### src/rtl/cv32e40x_pma_gate.sv
// Sequences core transactions through the PMA checker: legal requests go to the bus,
// failing ones are absorbed and answered with an in-order PMA error response.
module cv32e40x_pma_gate #(
  parameter int MAX_OUTSTANDING = 2,
  parameter bit IS_INSTR_SIDE   = 1'b0
) (
  input  logic        clk,
  input  logic        rst_n,
  input  logic        core_trans_valid_i,
  output logic        core_trans_ready_o,
  input  logic [31:0] core_trans_addr_i,
  input  logic        core_trans_atomic_i,
  input  logic        core_trans_spec_i,
  output logic        core_resp_valid_o,
  output logic        core_resp_pma_err_o,
  output logic        bus_trans_valid_o,
  input  logic        bus_trans_ready_i,
  output logic [31:0] bus_trans_addr_o,
  output logic        bus_trans_bufferable_o,
  output logic        bus_trans_cacheable_o,
  input  logic        bus_resp_valid_i,
  output logic [31:0] pma_addr_o,
  output logic        pma_speculative_o,
  output logic        pma_atomic_o,
  output logic        pma_execute_o,
  input  logic        pma_err_i,
  input  logic        pma_bufferable_i,
  input  logic        pma_cacheable_i
);

  localparam int CW = $clog2(MAX_OUTSTANDING + 1);
  localparam logic [CW-1:0] MAX_CNT = CW'(MAX_OUTSTANDING);
  localparam logic [CW-1:0] ONE     = CW'(1);

  typedef enum logic [1:0] {IDLE, WAIT_DRAIN, ERR_RESP} state_t;

  state_t        state, state_next;
  logic [CW-1:0] cnt, cnt_next;
  logic          bus_hs;

  assign pma_addr_o             = core_trans_addr_i;
  assign pma_speculative_o      = core_trans_spec_i;
  assign pma_atomic_o           = IS_INSTR_SIDE ? 1'b0 : core_trans_atomic_i;
  assign pma_execute_o          = IS_INSTR_SIDE;
  assign bus_trans_addr_o       = core_trans_addr_i;
  assign bus_trans_bufferable_o = pma_bufferable_i;
  assign bus_trans_cacheable_o  = pma_cacheable_i;

  assign bus_hs = bus_trans_valid_o && bus_trans_ready_i;

  always_comb begin
    state_next          = state;
    bus_trans_valid_o   = 1'b0;
    core_trans_ready_o  = 1'b0;
    core_resp_valid_o   = 1'b0;
    core_resp_pma_err_o = 1'b0;
    case (state)
      IDLE: begin
        core_resp_valid_o = bus_resp_valid_i;
        if (core_trans_valid_i && pma_err_i) begin
          // No bus request is made here, so the only counter change is a response.
          core_trans_ready_o = 1'b1;
          if (cnt == '0 || (cnt == ONE && bus_resp_valid_i)) state_next = ERR_RESP;
          else                                                state_next = WAIT_DRAIN;
        end else begin
          bus_trans_valid_o  = core_trans_valid_i && (cnt < MAX_CNT);
          core_trans_ready_o = bus_trans_valid_o && bus_trans_ready_i;
        end
      end
      WAIT_DRAIN: begin
        core_resp_valid_o = bus_resp_valid_i;
        if (cnt == ONE && bus_resp_valid_i) state_next = ERR_RESP;
      end
      ERR_RESP: begin
        core_resp_valid_o   = 1'b1;
        core_resp_pma_err_o = 1'b1;
        state_next          = IDLE;
      end
      default: state_next = IDLE;
    endcase
  end

  always_comb begin
    cnt_next = cnt;
    if (bus_hs && !bus_resp_valid_i)      cnt_next = cnt + ONE;
    else if (!bus_hs && bus_resp_valid_i) cnt_next = cnt - ONE;
  end

  always_ff @(posedge clk or negedge rst_n) begin
    if (!rst_n) begin
      state <= IDLE;
      cnt   <= '0;
    end else begin
      state <= state_next;
      cnt   <= cnt_next;
    end
  end

endmodule
### config.mk
export PLATFORM = sky130hd
export DESIGN_NAME = cv32e40x_pma_gate
export DESIGN_NICKNAME = d
export VERILOG_FILES = /design/src/rtl/cv32e40x_pma_gate.sv
export SDC_FILE = /design/constraint.sdc
export NUM_CORES = 1
export LEC_CHECK = 0
export BUFFER_PORTS_ARGS = -buffer_cell sky130_fd_sc_hd__clkbuf_2
export CAP_MARGIN = 20
export CORE_MARGIN = 2
export CORE_UTILIZATION = 31
export CTS_BUF_LIST = sky130_fd_sc_hd__clkbuf_8
export DETAILED_ROUTE_END_ITERATION = 10
export PLACE_DENSITY = 0.86
export SLEW_MARGIN = 25
export SYNTH_ARGS = -nofsm -noshare
export SYNTH_HDL_FRONTEND = slang
export SYNTH_SLANG_ARGS = --single-unit
### constraint.sdc
create_clock -name clk -period 1.75 [get_ports clk]
set_input_delay 0.35 -clock clk [delete_from_list [all_inputs] [get_ports clk]]
set_output_delay 0.35 -clock clk [all_outputs]
set_load 0.01 [all_outputs]
==> flow_summary.toml, run 1 <==
[layout]
nNetsFinal = 90
fillerInstances = 270
layout-area-overhead-vs-synth_pct = -47.3
postLayoutCoreUtil_pct = 17.2
layout_cell_share_with_drive_strength_beyond_1_pct = 37.2
most_used_cells_in_the_layout_excluding_fill_and_tap_cells = "sky130_fd_sc_hd__clkbuf_2, sky130_fd_sc_hd__inv_1, sky130_fd_sc_hd__dfrtp_1"
diodes = 0
design_area_um2 = 423
leading_cell_type_in_the_layout_fill_and_taps_excluded = "sky130_fd_sc_hd__clkbuf_2"

[sta]
worst_clock_skew_ns = 0.000625
grt_setup_unrepaired = "yes"
timing.final.hold_violations = 0
setup_total_negative_slack_ns = 0
whs_ns = 0.371
timing.fmax_mhz = 600
timing_max_transition_violations_final = 0
finalSetupViolCount = 0
post-route-min-period_ns = 1.67
finalCritPeriodShare_pct = 95.2

[global_routing]
grt_pass1_wl_um = 1240
grt-ovfl-total = 0
grtUsageTotal_pct = 6.33
grt_max_degree = 6
initial_antenna_violation_count = 0
grt_pass1_vias = 290

[critical_path]
critPathKind = "reg2out"
crit_path_end_kind = "primary output"
r2r-end = "cnt[0]"
r2r.worst_path.cells = 4
worst_setup_path_start_kind = "flip-flop"
crit_fanout = 5
worst_setup_sp = "state[0]"
crit_required_ns = 1.40
critPathCapture = "core_trans_ready_o"
cp_data_arrival_time_ns = 1.32
timing.rr.start = "state[0]"
regToRegSetupSlack_ns = 0.09

[status]
run_status = "finished, final reports clean"

[route]
final_antenna_net_count = 0
dr.pass1.iters = 2
drc = 0
post_drt_via_cell_ratio = 4.19
wirelength_um = 933
drt_iter0_drc = 3
routedWlPerCell_um = 12.8
via_count = 306

[synthesis]
synth_top_area_cell = "sky130_fd_sc_hd__buf_4"
syn_area_um2 = 802
number_of_warnings_issued_by_yosys = 0
synth.top_cell.area_share_pct = 64.6
postSynthNetCount = 144
syn_avg_cell_area_um2 = 8.10
synth_cell_type_count = 19
synth.ff_latch_count = 4
top_area_cells_in_the_synthesized_netlist = "sky130_fd_sc_hd__buf_4, sky130_fd_sc_hd__dfrtp_1, sky130_fd_sc_hd__ha_1, sky130_fd_sc_hd__inv_1, sky130_fd_sc_hd__nor4b_2"
postSynthCellCount = 99
sequential_fraction_of_the_synthesis_area_pct = 12.5

[clock_network]
cts_sinks = 4
cts_max_level = 1
clk_root_buffer_cell = "sky130_fd_sc_hd__clkbuf_8"
cts.clk_slew.worst_paths_ns = 0.03
tritoncts = "built"
clock_latency_ns = 0.21
ctsLongestPathBuffers = 2
post-cts-setup-buffers = 0
cts_made_buffers = 3

[placement]
place.gp.congestion = 0.621
placement.cell_area_um2 = 367
port_buffers = 9
hpwl_um = 791

[die]
core-area_um2 = 2450
placementRows = 18
die_area_um2 = 3010
overall_die_width_um = 54.9
die_h_um = 54.9
design.portCount = 115
start_util_pct = 32.7

[worst_hold_path]
min_path_type = "in2reg"

[job]
max-cap-violations = 0

[power]
cellPowerDensity_nw_per_um2 = 1520
cellLeakagePower_nw = 0.206
power.ir.vdd_worst_uv = 382
-- critical path, cell delays in order (launching register included) --
cell and delay (ns):
sky130_fd_sc_hd__dfrtp_1 0.40, sky130_fd_sc_hd__or3b_4 0.43, sky130_fd_sc_hd__a21oi_1 0.13, sky130_fd_sc_hd__clkbuf_2 0.15
-- where the power goes --
| group | switching [mW] | internal, mW | total, mW |
|---|---|---|---|
| clock | 0.0424 | 0.146 | 0.189 |
| combinational | 0.124 | 0.138 | 0.262 |
| sequential | 0.0528 | 0.139 | 0.192 |
-- sequential cells by signal, indices dropped and copies added (netlist names) --
| register | count |
|---|---|
| cnt | 2 |
| state | 2 |
-- how the worst min path moves through the flow --
stage,from,end,slack [ns],cells after the start
detailed placement,rst_n,cnt[0],0.17,1
global route,bus_resp_valid_i,state[0],0.39,2
global placement,rst_n,cnt[0],0.16,1
CTS,bus_resp_valid_i,state[0],0.37,2
floorplan,rst_n,cnt[0],0.05,0
finish,bus_resp_valid_i,state[0],0.37,2
-- Yosys cell counts, drive strengths merged --
| library cell | instances |
|---|---|
| o21ai | 1 |
| conb | 1 |
| o21bai | 1 |
| nand2 | 2 |
| dfrtp | 4 |
| nand3b | 1 |
| buf | 69 |
| nand2b | 2 |
| a211oi | 1 |
| and2b | 1 |
| ha | 3 |
| or3b | 1 |
| nor4b | 1 |
| a221oi | 1 |
| nor3 | 1 |
| a21oi | 2 |
| xnor2 | 1 |
| xor2 | 1 |
| inv | 5 |
-- cells by family (layout without fill, tap and decap cells) --
kind of cell             after synthesis  after routing  share of synthesized area [%]
XOR/XNOR                               2              2                           2.18
AO/OA/AOI/OAI                          6              6                           4.84
adder cells (fa/ha/maj)                3              3                           4.68
other                                  1              1                          0.468
flip-flops                             4              4                           12.5
AND/OR/NAND/NOR                        9              9                           8.42
buffers and inverters                 74             18                           66.9
-- area by class of cell --
cell class,instances,area (um2),area share [%]
multi-input combinational,21,170,40.2
inverter,5,18.8,4.44
timing repair buffer,10,55.1,13.0
tap,30,37.5,8.88
clock buffer,3,41.3,9.76
sequential,4,100,23.7
-- per-layer routing --
layer	track usage, %	share of wire (%)	vias up
li1	-	-	128
met5	0	0	-
met1	4.43	28	121
met4	9.58	9.8	0
met2	8.93	42	36
met3	4.64	20	21
-- stage by stage --
step | std cells | worst slack [ns] | power, mW
5_1_grt | 73 | -0.00201 | 0.709
3_5_place_dp | 69 | 0.0625 | 0.455
2_1_floorplan | 99 | 0.179 | 0.535
6_report | 73 | 0.0832 | 0.643
4_1_cts | 73 | 0.0563 | 0.655
3_3_place_gp | 69 | 0.108 | 0.436
-- timing repair --
item	4_1_cts	5_1_grt
gates resized for setup	0	1
hold buffers	1	0
hold endpoints to repair	4	0
endpoints found under the setup margin	0	1
Note: power is estimated with default switching activity, not from simulation.
==> run 2, diff against run 1 <==
REMOVE_ABC_BUFFERS = 1   (was default)
==> run 2 against run 1 <==
Hold slack got worse by 0.0048 ns; highest routed layer unchanged; first-iteration DRC count is 67% higher; register-to-register slack about the same; combinational power up 7%.
==> flow_summary.toml, run 2 (synthesis gave the netlist of run 1 again) <==
[power]
power.ir.vdd_worst_uv = 557
cellLeakagePower_nw = 0.208
cellPowerDensity_nw_per_um2 = 1550

[sta]
grt_setup_unrepaired = "no"
finalCritPeriodShare_pct = 97.0
worst_clock_skew_ns = 0.00109
setup_total_negative_slack_ns = 0
whs_ns = 0.366
timing_max_transition_violations_final = 0
post-route-min-period_ns = 1.70
finalSetupViolCount = 0
timing.final.hold_violations = 0
timing.fmax_mhz = 589

[global_routing]
grt_pass1_vias = 400
grt-ovfl-total = 0
initial_antenna_violation_count = 0
grtUsageTotal_pct = 24.0
grt_max_degree = 6
grt_pass1_wl_um = 4050

[clock_network]
clk_root_buffer_cell = "sky130_fd_sc_hd__clkbuf_8"
clock_latency_ns = 0.22
post-cts-setup-buffers = 0
cts.clk_slew.worst_paths_ns = 0.03
cts_sinks = 4
cts_max_level = 1
cts_made_buffers = 3
tritoncts = "built"
ctsLongestPathBuffers = 2

[worst_hold_path]
min_path_cells = 2
hold_end = "state[0]"
min_path_type = "in2reg"
holdCritStartpoint = "bus_resp_valid_i"

[placement]
placement.cell_area_um2 = 367
place.gp.congestion = 0.777
port_buffers = 9

[layout]
diodes = 0
layout_cell_share_with_drive_strength_beyond_1_pct = 39.5
nNetsFinal = 90
fillerInstances = 266
most_used_cells_in_the_layout_excluding_fill_and_tap_cells = "sky130_fd_sc_hd__clkbuf_2, sky130_fd_sc_hd__inv_1, sky130_fd_sc_hd__dfrtp_1"
layout-area-overhead-vs-synth_pct = -46.0
leading_cell_type_in_the_layout_fill_and_taps_excluded = "sky130_fd_sc_hd__clkbuf_2"
design_area_um2 = 433
reg.largest.list = "cnt: 2 flops, state: 2 flops"

[critical_path]
regToRegSetupSlack_ns = 0.08
cp_data_arrival_time_ns = 1.35
worst_setup_path_start_kind = "flip-flop"
crit_path_end_kind = "primary output"
crit_required_ns = 1.40
timing.rr.start = "state[0]"
crit_fanout = 5
critPathKind = "reg2out"
critical_path.slowest_cell = "sky130_fd_sc_hd__or3b_4"
crit_chain = "or3b_4 > nor3_4 > clkbuf_2"
r2r-end = "cnt[1]"
r2r.worst_path.cells = 5
peak_per_stage_delay_on_the_critical_path_ns = 0.44

[job]
max-cap-violations = 0

[route]
routedWlPerCell_um = 48.5
final_antenna_net_count = 0
drt_iter0_drc = 5
dr.pass1.iters = 4
wirelength_um = 3540
via_count = 393
drc = 0
post_drt_via_cell_ratio = 5.38

[die]
placementRows = 18
start_util_pct = 32.7
design.portCount = 115
core-area_um2 = 2450
die_area_um2 = 3010
die_h_um = 54.9
overall_die_width_um = 54.9

[status]
run_status = "finished, final reports clean"
-- run 2: cell types whose count changed in the layout (fill, tap and decap cells not counted) --
cell,previous run,this run
sky130_fd_sc_hd__a21oi_2,0,1
sky130_fd_sc_hd__a21oi_1,2,1
sky130_fd_sc_hd__nor3_4,0,1
sky130_fd_sc_hd__nor3_2,1,0
-- run 2: layer usage --
layer | global-route usage (%) | share of wire, % | vias to the layer above
met3 | 29.2 | 25 | 14
met1 | 13.1 | 19 | 162
li1 | - | - | 125
met4 | 14.6 | 5.8 | 0
met5 | 0 | 0 | -
met2 | 40.3 | 51 | 92
-- run 2: cell type report --
| cell class | instances | area, um2 | area share, % |
|---|---|---|---|
| timing repair buffer | 10 | 55.1 | 12.7 |
| sequential | 4 | 100 | 23.1 |
| tap | 30 | 37.5 | 8.67 |
| inverter | 5 | 18.8 | 4.34 |
| clock buffer | 3 | 41.3 | 9.54 |
| multi-input combinational | 21 | 180 | 41.6 |
-- run 2: worst max path at each step --
| stage | from | to | cells after the start |
|---|---|---|---|
| final | state[0] | bus_trans_valid_o | 3 |
| after global placement | core_trans_valid_i | cnt[1] | 6 |
| after CTS | state[0] | core_trans_ready_o | 3 |
| after global routing | state[1] | bus_trans_valid_o | 3 |
| after floorplan | state[0] | cnt[1] | 5 |
| after detailed placement | core_trans_valid_i | cnt[1] | 6 |
-- run 2: critical path: cells and delay by family (launching register included) --
family	cells	cell delay, ns
DFF	1	0.40
buffers and inverters	1	0.15
and+or+nand+nor	2	0.57
-- run 2: through the flow --
step | cells | setup slack (ns) | total power, mW | util [%]
after global routing | 73 | 0.00266 | 0.724 | 17.6
after global placement | 69 | 0.112 | 0.437 | 14.9
after floorplan | 30 | 0.179 | 0.374 | -
after CTS | 73 | 0.0237 | 0.672 | 17.2
after detailed placement | 69 | 0.0587 | 0.465 | 14.9
final | 73 | 0.0531 | 0.671 | 17.6
-- run 2: what timing repair did --
action | in CTS | in global routing
setup endpoints to repair | 1 | 2
cloned | 0 | 0
gates resized for setup | 1 | 2
hold buffers | 1 | 0
endpoints found under the hold margin | 4 | 0
-- run 2: power by group --
part / internal (mW) / switching [mW]
Clock: 0.146 / 0.0457
Combinational: 0.143 / 0.138
Sequential: 0.139 / 0.0588
Total: 0.429 / 0.243
